<file path="src/rtl/seg7_if.sv">
// Display-word bus between the calculator datapath and the 7-segment scanner.
// The master supplies the word and load strobe; the slave drives the pins.
interface seg7_if;
    logic [15:0] bcd_in;
    logic        neg_in;
    logic        load;
    logic [3:0]  an;
    logic [6:0]  seg;
    logic        dp;
    logic [1:0]  digit_idx;

    modport master (
        output bcd_in, neg_in, load,
        input  an, seg, dp, digit_idx
    );

    modport slave (
        input  bcd_in, neg_in, load,
        output an, seg, dp, digit_idx
    );
endinterface

</file>
<file path="src/rtl/seg7_scan.sv">
// Four-digit 7-segment scanner: shadows the display word, then multiplexes it with
// leading-zero blanking, minus-sign placement and dark gaps between digits.
module seg7_scan #(
    parameter int REFRESH_DIV = 50000,
    parameter int GAP_CYCLES  = 16,
    parameter bit ACTIVE_LOW  = 1'b1
) (
    input  logic  clk,
    input  logic  resetn,
    seg7_if.slave bus
);
    localparam int CNT_MAX = (REFRESH_DIV > GAP_CYCLES) ? REFRESH_DIV : GAP_CYCLES;
    localparam int CNT_W   = $clog2(CNT_MAX + 1);
    localparam logic [CNT_W-1:0] SHOW_LAST = CNT_W'(REFRESH_DIV - 1);
    localparam logic [CNT_W-1:0] GAP_LAST  = CNT_W'(GAP_CYCLES - 1);
    localparam logic [3:0] AN_POL  = {4{ACTIVE_LOW}};
    localparam logic [6:0] SEG_POL = {7{ACTIVE_LOW}};
    localparam logic       DP_POL  = ACTIVE_LOW;

    typedef enum logic {ST_SHOW, ST_GAP} state_t;

    state_t           state_reg, state_next;
    logic [CNT_W-1:0] cnt_reg, cnt_next;
    logic [1:0]       idx_reg, idx_next;
    logic [15:0]      shadow_reg;
    logic             neg_reg;

    logic [3:0]       an_reg;
    logic [6:0]       seg_reg;
    logic             dp_reg;
    logic [1:0]       idx_out_reg;

    logic [3:0][3:0]  nib;
    logic [3:0]       nz;
    logic [3:0]       blank;
    logic [3:0]       minus_at;

    logic [3:0]       an_next;
    logic [6:0]       seg_next;
    logic             dp_next;

    // Segment patterns, active-high {g,f,e,d,c,b,a}; E renders as '-', F as blank.
    function automatic logic [6:0] font(input logic [3:0] value);
        case (value)
            4'h0: font = 7'h3F;
            4'h1: font = 7'h06;
            4'h2: font = 7'h5B;
            4'h3: font = 7'h4F;
            4'h4: font = 7'h66;
            4'h5: font = 7'h6D;
            4'h6: font = 7'h7D;
            4'h7: font = 7'h07;
            4'h8: font = 7'h7F;
            4'h9: font = 7'h6F;
            4'hA: font = 7'h77;
            4'hB: font = 7'h7C;
            4'hC: font = 7'h39;
            4'hD: font = 7'h5E;
            4'hE: font = 7'h40;
            default: font = 7'h00;
        endcase
    endfunction

    always_ff @(posedge clk) begin
        if (!resetn) begin
            state_reg  <= ST_GAP;
            cnt_reg    <= '0;
            idx_reg    <= 2'd0;
            shadow_reg <= 16'h0000;
            neg_reg    <= 1'b0;
        end else begin
            state_reg <= state_next;
            cnt_reg   <= cnt_next;
            idx_reg   <= idx_next;
            if (bus.load) begin
                shadow_reg <= bus.bcd_in;
                neg_reg    <= bus.neg_in;
            end
        end
    end

    always_comb begin
        state_next = state_reg;
        cnt_next   = cnt_reg + CNT_W'(1);
        idx_next   = idx_reg;
        case (state_reg)
            ST_SHOW: begin
                if (cnt_reg == SHOW_LAST) begin
                    state_next = ST_GAP;
                    cnt_next   = '0;
                end
            end
            default: begin
                if (cnt_reg == GAP_LAST) begin
                    state_next = ST_SHOW;
                    cnt_next   = '0;
                    idx_next   = idx_reg + 2'd1;
                end
            end
        endcase
    end

    // A digit is blank when it and every digit to its left hold zero; the minus sign
    // lands on the blank digit sitting just left of the leftmost visible one.
    for (genvar gi = 0; gi < 4; gi++) begin : g_digit
        assign nib[gi] = shadow_reg[gi*4 +: 4];
        assign nz[gi]  = |shadow_reg[gi*4 +: 4];
        if (gi == 0) begin : g_lsd
            assign blank[gi]    = 1'b0;
            assign minus_at[gi] = 1'b0;
        end else begin : g_upper
            assign blank[gi]    = ~(|nz[3:gi]);
            assign minus_at[gi] = neg_reg & blank[gi] & ~blank[gi-1];
        end
    end

    always_comb begin
        an_next  = 4'b0000;
        seg_next = 7'h00;
        dp_next  = 1'b0;
        if (state_reg == ST_SHOW) begin
            an_next = 4'b0001 << idx_reg;
            if (minus_at[idx_reg]) begin
                seg_next = 7'h40;
            end else if (!blank[idx_reg]) begin
                seg_next = font(nib[idx_reg]);
            end
            // No blank slot left for the sign: fall back to the leftmost decimal point.
            dp_next = (idx_reg == 2'd3) & neg_reg & nz[3];
        end
    end

    always_ff @(posedge clk) begin
        if (!resetn) begin
            an_reg      <= AN_POL;
            seg_reg     <= SEG_POL;
            dp_reg      <= DP_POL;
            idx_out_reg <= 2'd0;
        end else begin
            an_reg      <= an_next ^ AN_POL;
            seg_reg     <= seg_next ^ SEG_POL;
            dp_reg      <= dp_next ^ DP_POL;
            idx_out_reg <= idx_reg;
        end
    end

    assign bus.an        = an_reg;
    assign bus.seg       = seg_reg;
    assign bus.dp        = dp_reg;
    assign bus.digit_idx = idx_out_reg;
endmodule

</file>
<file path="src/flat_wrapper.sv">
// flat-port wrapper written by rule: the top's interface ports become plain ports
module seg7_scan_flat 
#(
    parameter int REFRESH_DIV = 50000,
    parameter int GAP_CYCLES  = 16,
    parameter bit ACTIVE_LOW  = 1'b1
)
  (clk, resetn, bus_bcd_in, bus_neg_in, bus_load, bus_an, bus_seg, bus_dp, bus_digit_idx);
  seg7_if bus_i ();
  input  logic clk;
  input  logic resetn;
  input wire logic [$bits(bus_i.bcd_in)-1:0] bus_bcd_in;
  input wire logic [$bits(bus_i.neg_in)-1:0] bus_neg_in;
  input wire logic [$bits(bus_i.load)-1:0] bus_load;
  output wire logic [$bits(bus_i.an)-1:0] bus_an;
  output wire logic [$bits(bus_i.seg)-1:0] bus_seg;
  output wire logic [$bits(bus_i.dp)-1:0] bus_dp;
  output wire logic [$bits(bus_i.digit_idx)-1:0] bus_digit_idx;
  assign bus_i.bcd_in = bus_bcd_in;
  assign bus_i.neg_in = bus_neg_in;
  assign bus_i.load = bus_load;
  assign bus_an = bus_i.an;
  assign bus_seg = bus_i.seg;
  assign bus_dp = bus_i.dp;
  assign bus_digit_idx = bus_i.digit_idx;
  seg7_scan #(.REFRESH_DIV(REFRESH_DIV), .GAP_CYCLES(GAP_CYCLES), .ACTIVE_LOW(ACTIVE_LOW)) u_core (.clk(clk), .resetn(resetn), .bus(bus_i));
endmodule
</file>
<file path="config.mk">
export PLATFORM = sky130hd
export DESIGN_NAME = seg7_scan_flat
export DESIGN_NICKNAME = d
export VERILOG_FILES = /design/src/rtl/seg7_if.sv /design/src/rtl/seg7_scan.sv /design/src/flat_wrapper.sv
export SDC_FILE = /design/constraint.sdc
export NUM_CORES = 1
export LEC_CHECK = 0
export BUFFER_PORTS_ARGS = -buffer_cell sky130_fd_sc_hd__buf_2
export CAP_MARGIN = 10
export CORE_ASPECT_RATIO = 2
export CORE_UTILIZATION = 30
export CTS_CLUSTER_DIAMETER = 40
export DETAILED_ROUTE_END_ITERATION = 6
export GPL_TIMING_DRIVEN = 1
export SYNTH_ARGS = -nofsm -noshare
export SYNTH_HDL_FRONTEND = slang
export SYNTH_SLANG_ARGS = --single-unit
</file>
<file path="constraint.sdc">
create_clock -name clk -period 3.05 [get_ports clk]
set_input_delay 0.4575 -clock clk [delete_from_list [all_inputs] [get_ports clk]]
set_output_delay 0.4575 -clock clk [all_outputs]
set_load 0.01 [all_outputs]
</file>
==> metrics <==
crit path cell chain=mux4_1 > inv_1 > ha_1 > inv_1 > mux4_2 > nand2b_1; total vias in the final route=between 1.5k and 2k; flip-flop and latch area=roughly 1000 um^2; setup TNS=0 ns; CP delay by family, top=multiplexers; synth top area cells=dfxtp_1 43%, mux2i_1 9.5%, ha_1 5.9%, nor2b_1 5.1%, xnor2_1 4.9%; hold buffers post-CTS=0; Slew headroom=between 40 and 50%; Worst EP required=between 3 and 4 ns; P&R area growth vs syn=16.4%; final worst-path setup slack=~0.60 ns; synthesized flop and latch total=50; GR Layer Usage met3=under 10%; Most Frequent Cell on Critical Path=inv_1; hold slack=around 0.41 ns; proportion of synthesized area in mux cells=15.2%; critical path fanouts, max=10; pwr/cell area=a little over 500 nW/um^2; Tmin final=between 2 and 2.5 ns; WL/cell=12.6 um; min-delay src=u_core.neg_reg; Leak Pwr=approximately 1.0 nW; Final Hold Fails=0; GRT Max-Usage Layer=met2; final worst-path cycle share=between 80% and 90%; DIE AREA=8090 um^2; unrepaired setup endpoints after global routing=false; status=completed; Compound-Gate Fraction of Synth Area=under 10%; adder-cell area share of the yosys netlist=around 5.9%; starting density of the core=30.7%; simple-gate share of the synthesized area=between 20% and 30%; Reg2Reg Depth=6; Root Buffer=clkbuf_16; CTS tree=done; DR DRC count=0; xor/xnor share of the synthesized area=5.68%; Setup Fix Bufs, Post-CTS=0; WL final=~4400 um; crit path to=u_core.bus.seg[0]; Largest stage delay, worst path=0.73 ns; Final nets=between 200 and 300; initial drt markers=43; utilization after layout=between 30% and 40%; Clock Pin Slew Worst Setup and Hold Paths=0.07 ns; layout cells sized above 1=between 20% and 30%; Slew Viols, Final=0; CTS sink count=50; global-route wire length before repair=slightly below 8000 um; routed vias/inst=~4.6; Synth top area share=between 40% and 50%; H-tree depth=2; FF-to-FF setup slack=0.60 ns; leading area contributor after synthesis=dfxtp_1; total grt overflow=0; die height=between 100 and 150 um; overall die width=between 60 and 70 um; FF-to-FF Start=u_core.idx_reg[0]; class of the tightest hold or removal check=reg -> reg; average size of a mapped cell=around 10 um^2; combinational family with the most area after synthesis=simple AND/OR/NAND/NOR gates; met1 Use GR=12.5%; clk buf depth=2; synth warn=0; max-cap viol count=0; post-route ant nets=0; critical setup path kind=reg -> reg; total iterations of the first detailed-routing run=3; # port buffers=33; Filler cells=around 800; Worst Skew=0.00576 ns; initial antenna violation count=0; Setup crit end kind=flip-flop; Max Freq=408 MHz; Netlist cell types=40; post-synthesis cell area=~2300 um^2; PostCTS Resize Cnt=0; I/O pin count=34; Multi-input gate area=roughly 1200 um^2; Diodes inserted=0; largest net degree at the start of global routing=25; TritonCTS Buffers=5; Slew @ Worst Pin=about 0.75 ns; sequential area share after synthesis=between 40% and 50%; Clk Latency, worst-skew pair=just under 0.3 ns; met2 Usage GRT=a little under a quarter; syn nets=around 260; Pwr Total=1.36 mW; Core Rows=45; gp weighted congestion=around 0.8; Crit-path slowest cell=mux4_1; WP depth=6; vias in the first global route=approximately 1.6k; Worst EP arrival=2.61 ns; worst path bufs/invs=2; Tot GR Track Use=between 10 and 15%; hpwl dp=roughly 3400 um; reg2reg end=u_core.bus.seg[0]; Final setup viols=0; Critical Path Start Type=flip-flop; Core Area=7540 um^2; peak supply drop=0.000433 V; Place WS=roughly 0.62 ns; Crit. Startpoint=u_core.idx_reg[0]; Synth Instances=~230
==> through the flow <==
step           cell area [um^2]  instances
2_1_floorplan              2310        226
3_3_place_gp               2540        345
3_5_place_dp               2540        345
4_1_cts                    2690        353
5_1_grt                    2690        353
6_report                   2690        353
==> cells in the final DEF, fill, tap and decap left out, types with 2 or more instances in the layout <==
master,netlist,layout
nand2_1,14,14
mux4_1,2,2
mux2i_1,22,22
nor4_1,4,4
xor2_1,2,2
o21ai_0,3,3
buf_2,1,33
nor2_1,24,24
ha_1,11,11
o211ai_1,2,2
dfxtp_1,50,50
nor2b_1,19,19
nand3_1,9,9
xnor2_1,13,13
mux4_2,3,3
clkbuf_16,0,5
nor3_1,5,5
inv_1,11,11
and2_1,2,2
and3_1,3,3
==> final cells by class <==
cell class	instances	area share, %
Clock buffer	7	5.29
Clock inverter	1	0.325
Inverter	11	1.53
Multi-Input combinational cell	157	45.2
Sequential cell	50	37.2
Tap cell	94	4.37
Timing Repair Buffer	33	6.13
==> cell usage after synthesis (all sizes together) <==
library cell,count
a21boi,1
a21o,1
a21oi,1
a22oi,1
a2bb2oi,1
a32oi,1
and2,3
and2b,1
and3,3
buf,4
clkbuf,4
dfxtp,50
ha,11
inv,11
mux2,1
mux2i,22
mux4,5
nand2,14
nand2b,1
nand3,9
nand3b,1
nand4,1
nor2,24
nor2b,19
nor3,5
nor4,5
o211ai,2
o21ai,3
o221a,1
o221ai,1
or2,1
or3,1
or4,1
or4b,1
xnor2,13
xor2,2
==> per-layer routing <==
metal	share of wire, %	wire [um]
met1	39	1730
met2	55	2450
met4	2.5	111
met3	3.4	150
met5	0	0
==> logic make-up after synthesis <==
kind of cell	after synthesis
and+or+nand+nor	90
DFF	50
muxes	28
buffers and inverters	19
xor gates and xnor gates	15
AOI/OAI and AO/OA	13
adders and majority gates	11
==> where the power goes <==
part | switching [mW] | internal [mW] | total [mW]
Sequential | 0.0127 | 0.670 | 0.682
Combinational | 0.0518 | 0.0517 | 0.103
Clock | 0.247 | 0.330 | 0.577
Total | 0.311 | 1.05 | 1.36
==> worst min-delay path by stage <==
stage | to | slack [ns] | cells after the start
floorplan | u_core.bus.dp | 0.37 | 1
global placement | u_core.bus.dp | 0.39 | 1
detailed placement | u_core.bus.dp | 0.40 | 1
CTS | u_core.bus.dp | 0.41 | 1
global route | u_core.bus.dp | 0.43 | 1
finish | u_core.bus.dp | 0.41 | 1
Power figures use the tool's default switching activity.
